[src/rtl/alu_serial_ctrl.sv]
// alu_serial_ctrl -- bit-serial ALU with valid/ready handshakes.
//
// Operands are latched on the accepting edge and processed LSB first, one bit
// per clock, through a single 1-bit slice.  The slice carry is registered and
// fed back as the carry-in of the next bit.  A result takes exactly WIDTH
// cycles from the accept edge to out_valid, and is then held until the
// consumer takes it.
//
// Ports:
//   clk        sole clock, rising edge
//   reset      synchronous, active-high
//   in_valid   request valid
//   in_ready   block idle, can accept a request
//   a, b       operands (WIDTH bits)
//   operation  000 AND, 001 OR, 010 ADD, 110 SUB, 111 SLT/SUB, others sum path
//   out_valid  result/flags valid
//   out_ready  consumer accepts result
//   result     computed value
//   carry_out  carry out of MSB (sum path only)
//   overflow   signed overflow (sum path only)
//   zero       result == 0
//
// Build option:
//   ALU_SERIAL_SLT_EN  when defined, op 111 rewrites the result to the
//                      set-less-than bit; otherwise op 111 is a plain SUB.

module alu_serial_ctrl #(
    parameter int WIDTH = 32
) (
    input  logic             clk,
    input  logic             reset,
    input  logic             in_valid,
    output logic             in_ready,
    input  logic [WIDTH-1:0] a,
    input  logic [WIDTH-1:0] b,
    input  logic [2:0]       operation,
    output logic             out_valid,
    input  logic             out_ready,
    output logic [WIDTH-1:0] result,
    output logic             carry_out,
    output logic             overflow,
    output logic             zero
);

    localparam int CW = (WIDTH > 1) ? $clog2(WIDTH) : 1;

    typedef enum logic [1:0] {
        IDLE = 2'd0,
        RUN  = 2'd1,
        DONE = 2'd2
    } state_t;

    state_t state, state_nxt;

    logic [WIDTH-1:0] a_r, b_r;
    logic [2:0]       op_r;
    logic [CW-1:0]    cnt;
    logic             carry;

    // FSM control strobes
    logic load, step, last;

    // Slice signals
    logic ai, bi, binv, bmux, s_and, s_or, s_sum, c_next, bit_res;
    logic logic_op;
    logic [WIDTH-1:0] res_step;

    // ------------------------------------------------------------------
    // State register
    // ------------------------------------------------------------------
    always_ff @(posedge clk) begin
        if (reset) state <= IDLE;
        else       state <= state_nxt;
    end

    // ------------------------------------------------------------------
    // Next state and handshake outputs
    // ------------------------------------------------------------------
    always_comb begin
        state_nxt = state;
        in_ready  = 1'b0;
        out_valid = 1'b0;
        load      = 1'b0;
        step      = 1'b0;
        case (state)
            IDLE: begin
                in_ready = 1'b1;
                if (in_valid) begin
                    load      = 1'b1;
                    state_nxt = RUN;
                end
            end
            RUN: begin
                step = 1'b1;
                if (last) state_nxt = DONE;
            end
            DONE: begin
                out_valid = 1'b1;
                if (out_ready) state_nxt = IDLE;
            end
            default: state_nxt = IDLE;
        endcase
    end

    assign last = (cnt == CW'(WIDTH - 1));

    // ------------------------------------------------------------------
    // 1-bit slice
    // ------------------------------------------------------------------
    always_comb begin
        ai       = a_r[cnt];
        bi       = b_r[cnt];
        binv     = op_r[2];
        bmux     = binv ? ~bi : bi;
        s_and    = ai & bi;           // logic ops use un-inverted b
        s_or     = ai | bi;
        s_sum    = ai ^ bmux ^ carry;
        c_next   = (ai & bmux) | ((ai ^ bmux) & carry);
        logic_op = (op_r[2:1] == 2'b00);
        if (op_r == 3'b000)      bit_res = s_and;
        else if (op_r == 3'b001) bit_res = s_or;
        else                     bit_res = s_sum;
        res_step      = result;
        res_step[cnt] = bit_res;
    end

    // ------------------------------------------------------------------
    // Datapath registers
    // ------------------------------------------------------------------
    always_ff @(posedge clk) begin
        if (reset) begin
            a_r       <= '0;
            b_r       <= '0;
            op_r      <= 3'b000;
            cnt       <= '0;
            carry     <= 1'b0;
            result    <= '0;
            carry_out <= 1'b0;
            overflow  <= 1'b0;
        end else if (load) begin
            a_r       <= a;
            b_r       <= b;
            op_r      <= operation;
            cnt       <= '0;
            // carry-in of 1 completes the two's complement for subtraction
            carry     <= operation[2];
            result    <= '0;
            carry_out <= 1'b0;
            overflow  <= 1'b0;
        end else if (step) begin
            cnt    <= cnt + CW'(1);
            carry  <= c_next;
            result <= res_step;
            if (last) begin
                // at the MSB, 'carry' is the carry into the MSB
                carry_out <= logic_op ? 1'b0 : c_next;
                overflow  <= logic_op ? 1'b0 : (carry ^ c_next);
`ifdef ALU_SERIAL_SLT_EN
                // signed less-than = sign of difference corrected by overflow
                if (op_r == 3'b111)
                    result <= {{(WIDTH-1){1'b0}}, s_sum ^ carry ^ c_next};
`endif
            end
        end
    end

    assign zero = (result == '0);

endmodule

[config.mk]
export PLATFORM = sky130hd
export DESIGN_NAME = alu_serial_ctrl
export DESIGN_NICKNAME = d
export VERILOG_FILES = /design/src/rtl/alu_serial_ctrl.sv
export SDC_FILE = /design/constraint.sdc
export NUM_CORES = 1
export LEC_CHECK = 0
export ABC_AREA = 1
export BUFFER_PORTS_ARGS = -buffer_cell sky130_fd_sc_hd__buf_2
export CAP_MARGIN = 5
export CORE_ASPECT_RATIO = 1.1
export CORE_UTILIZATION = 50
export DETAILED_ROUTE_END_ITERATION = 6
export GPL_TIMING_DRIVEN = 0
export PLACE_DENSITY_LB_ADDON = 0.05
export SYNTH_ARGS = -nofsm -noshare
export SYNTH_HDL_FRONTEND = slang
export SYNTH_SLANG_ARGS = --single-unit
[constraint.sdc]
create_clock -name clk -period 3 [get_ports clk]
set_input_delay 0.15 -clock clk [delete_from_list [all_inputs] [get_ports clk]]
set_output_delay 0.15 -clock clk [all_outputs]
set_load 0.05 [all_outputs]
# Yosys cells after proc, flatten, opt, wreduce, memory -nomap -nowiden
# Cells that the tools add are included.
# word_totals
out_inout_bits	37
in_bits	71
ff_bits	109
# classes
n_bitwise	9
add_sub_neg	1
mux	23
n_lt_le_gt_ge	2
eq_ne	7
reduce_logical	9
# op_table
cell	count
bitwise mux 32 bit	1
logical NOT 32 bit	1
2-to-1 mux 1 bit	15
binary-select mux 1 bit (select 5 bit)	2
< comparator 5 x 6 -> 1 bit, second input constant	1
2-to-1 mux 2 bit	3
inequality test 2 bit, second input constant	3
case mux 2 bit (3 select lines)	1
adder 5 x 1 -> 5 bit, second input constant	1
demux 1 bit (select 5 bit)	1
== test 5 bit, second input constant	1
greater-or-equal comparator 5 x 1 -> 1 bit, second input constant	1
logical NOT 2 bit	2
AND 1 bit	3
== test 3 x 1 -> 1 bit, second input constant	1
logical NOT 3 bit	1
AND reduction 3 bit	1
XOR 1 bit	3
== test 2 x 1 -> 1 bit, second input constant	1
== test 2 bit, second input constant	1
bitwise OR 1 bit	2
AND reduction 2 bit	1
nonzero test 2 bit	1
OR reduction 2 bit	1
other kinds (2)	2

# Logic depth before layout (Yosys ltp)
# depth
ltp_word	9
ltp_mapped	16
depth_no_buf	14

# Least setup slack after synthesis
# No wires, ideal clock.
# synth_timing
path_type	flip-flop to flip-flop
start	reg cnt[0]
end	reg result[10]
path_stages_with_launch	16
path_slack_ns	0.751
path_buffers	3
synth_period_minus_slack_ns	2.249
required_ns	2.878
t_arrival_ns	2.127
path_cell_list	dfxtp_1 > buf_6 > inv_6 > buf_6 > o21ai_1 > o21ai_1 > nand2_1 > nand2_1 > nor2_1 > nand2_2 > xor2_1 > fa_1 > nand2_1 > nand2_4 > buf_12 > a21oi_2
# synth_via
elab_chain_len	9
elab_cells_between_ends	18
classes_between	order compare (2); mux (10); bitwise (5); reduce/logical (1)
# synth_rtl
item	line_no	source
from (decl)	57	logic [CW-1:0] cnt;
from (signal assigned)	151	cnt <= cnt + CW'(1);
binary-select mux 1 bit (select 5 bit)	112	bi = b_r[cnt];
2-to-1 mux 1 bit (not written as such)	112	
NOT 1 bit	114	bmux = binv ? ~bi : bi;
2-to-1 mux 1 bit	114	
XOR 1 bit (2 in a row)	117	s_sum = ai ^ bmux ^ carry;
2-to-1 mux 1 bit	121	else if (op_r == 3'b001) bit_res = s_or;
2-to-1 mux 1 bit	120	if (op_r == 3'b000) bit_res = s_and;
bitwise mux 32 bit *	124	res_step[cnt] = bit_res;
to (signal assigned)	153	result <= res_step;
to (decl)	39	output logic [WIDTH-1:0] result,
# Mark *: on every way between the ends. The rest lies on a longest branch, timed or not. The select of a mux whose other input is x is not followed.
# A chain may end at the register's enable or synchronous reset.

# Final worst setup path
# layout_timing
start	reg cnt[1]
end	reg result[17]
# Same word-level chain as after synthesis.

==> flow_summary.ini <==
[status]
status = completed

[cts]
clk_latency_ns = 0.39
numClockSinks = 109
cts_tree = yes
cts.path.max_buffers = 2
post-cts-setup-buffers = 0
numCtsBuffers = 9
clk_pin_slew_ns = 0.10
cts_max_level = 3
postCtsHoldBufs = 0
cts_resized = 0
clockRootBuffer = clkbuf_8

[floorplanning]
pin_count = 108
die_area_mm2 = 0.01032
rows = 37
die-width_um = 96.95
core_area_mm2 = 0.009490
start_util_pct = 52.25
die_h_um = 106.4

[sta]
skew_ns = 0.01357
rsz0062_at_grt = no
tightest_slew_ns = 0.6375
drv_slew = 0
clock.fmax_ghz = 0.3888
hold_viol_final = 0
period_share_pct = 85.73
min_period_ns = 2.572
finalSetupViolCount = 0
setup-tns-final_ns = 0
slew_headroom_pct = 57.50

[critical_path]
worst_ep_required_time_ns = 3.31
critPathLaunch = cnt[1]
crit_top_cell = nand2_1
endpoint_kind = register
path_class = register to register
r2r-end = result[17]
timing.rr.start = cnt[1]
critPathSlowestCell = dfxtp_1
cp.arrival_ns = 2.89
path_cells = buf_2 -> o21ai_0 -> o21ai_1 -> nand2_1 -> nand2_1 -> nor2_1 -> nand2_2 -> xor2_1 -> fa_1 -> nand2_1 -> nand2_4 -> buf_12 -> a21oi_2
cp_max_fo = 10
rrSetupSlack_ns = 0.43
crit_path_start_kind = register
rr_worst_depth = 13
max_stage_delay_ns = 0.48

[logic_synthesis]
ys_warn_count = 0
ys_types = 29
syn_nets = 762
synth_seq_cells = 109
synth_area_mm2 = 0.004959
synth_area_leaders = dfxtp_1 44%, nor2_1 11%, o21ai_0 11%
synthFlopType = dfxtp_1
synth-edff-count = 0
async_reset_ff_share_pct = 0
avgSynthCellArea_um2 = 7.239
synth_top_area_share_pct = 44.01
yosysSeqAreaShare_pct = 44.01
syn_inst = 685
yosysTopAreaCell = dfxtp_1

[routing]
drc_errors = 0
wl_um = 12730
detail_route.wl_per_cell_um = 13.76
drt-pass1-iter-count = 5
vias = 4825
antenna_left = 0
via_per_inst = 5.216
drt_first_iter_violations = 206

[final_layout]
num-nets-final = 880
layout-drive-gt1-share_pct = 21.53
final_common_cell = nor2_1
area_delta_synth_final_pct = 17.64
final_cell_mix = 142 x nor2_1, 112 x buf_2, 109 x dfxtp_1, 106 x o21ai_0, 92 x nand2_1
register_area_mm2 = 0.002182
instances_no_fill = 925
diodes = 0
fill_cells = 932
multi_input_area_mm2 = 0.002300

[place]
place_inst = 909
dpl.hpwl_um = 9488
globalplace.congestion = 0.8400
io_buffers = 107

[worst_hold_path]
hold_class = primary input to register
hp-start = b[19]
hold_path_end = b_r[19]
hold_depth = 3

[grt]
grt_pass1_vias = 4466
antenna_found_initial = 0
grt-ovfl-total = 0
grt_pass1_wl_um = 21040
grt_usage_pct = 25.70
grt_max_degree = 17

[job]
cap_violations = 0

[pwr]
p_leak_uw = 0.002591
ir_drop_mv = 0.2613
p_per_area_mw_per_mm2 = 509.3
[power breakdown]
part / internal (µW) / total [µW] / leakage [µW] / switching (µW)
sequential: 1530 / 1560 / 0.000894 / 32.9
combinational: 194 / 511 / 0.00160 / 317
clock: 407 / 901 / 0.0000964 / 493
total: 2130 / 2970 / 0.00259 / 843
[cells in the mapped netlist, types with 3 or more instances]
cell	count
buf_6	6
ha_1	5
nand3_1	21
inv_1	56
clkbuf_1	21
nor2_1	142
o21ai_1	16
buf_12	3
nor4_1	8
buf_1	3
o21ai_0	106
buf_2	5
nand2_1	92
a21oi_2	31
dfxtp_1	109
a21oi_1	43
[cells by family (layout without fill, tap and decap cells)]
kind of cell             count (synthesis)  after routing  synth area share, %
AND/OR/NAND/NOR                        272            272                22.03
flip-flops                             109            109                44.01
AO/OA/AOI/OAI                          199            199                22.51
adder cells (fa/ha/maj)                  6              6                1.665
buffers and inverters                   98            221                9.614
XOR/XNOR                                 1              1               0.1767
[final cells by class]
class,count,area share [%]
Inverter,59,3.882
Clock inverter,4,0.8151
Sequential cell,109,37.41
Timing Repair Buffer,107,9.181
Tap cell,117,2.510
Multi-Input combinational cell,478,39.43
Clock buffer,12,2.488
Buffer,39,4.290
[worst max-delay path by stage]
| stage | endpoint | slack (ns) | depth (start not counted) |
|---|---|---|---|
| 2_1_floorplan | result[10] | 0.75 | 15 |
| 3_3_place_gp | result[26] | 0.49 | 13 |
| 3_5_place_dp | result[22] | 0.45 | 13 |
| 4_1_cts | result[22] | 0.42 | 13 |
| 5_1_grt | result[22] | 0.25 | 13 |
| 6_report | result[17] | 0.43 | 13 |
[worst max-delay path, delay by kind of cell (launching register included)]
kind / cells / cell delay, ns
flops: 1 / 0.48
buf+inv: 2 / 0.47
xor+xnor: 1 / 0.17
fa+ha+maj: 1 / 0.43
simple gates: 6 / 0.49
compound gates: 3 / 0.45
[through the flow]
| stage | utilization (%) | hold WS [ns] | setup WS [ns] | area (µm²) | power, µW |
|---|---|---|---|---|---|
| 6_report | 61.46 | 0.007307 | 0.4281 | 5833 | 2971 |
| 5_1_grt | 61.46 | 0.01684 | 0.2537 | 5833 | 3111 |
| 3_3_place_gp | 59.43 | 0.3983 | 0.4928 | 5640 | 2091 |
| 3_5_place_dp | 59.43 | 0.4062 | 0.4508 | 5640 | 2105 |
| 4_1_cts | 61.46 | 0.01019 | 0.4173 | 5833 | 2984 |
| 2_1_floorplan | - | 0.2191 | 0.7509 | 4959 | 1953 |
[registers in the layout (all words and copies together), names as in the netlist]
signal	cells
op_r	3
b_r	32
state	2
a_r	32
carry	1
cnt	5
overflow	1
carry_out	1
result	32
[routing by layer]
layer / track usage [%] / wire length, µm / vias up
li1: - / - / 2475
met1: 31.83 / 5606 / 2184
met2: 43.71 / 6222 / 135
met3: 2.696 / 516 / 31
met4: 14.39 / 384 / 0
met5: 0 / 0 / -
Power figures use the tool's default switching activity.
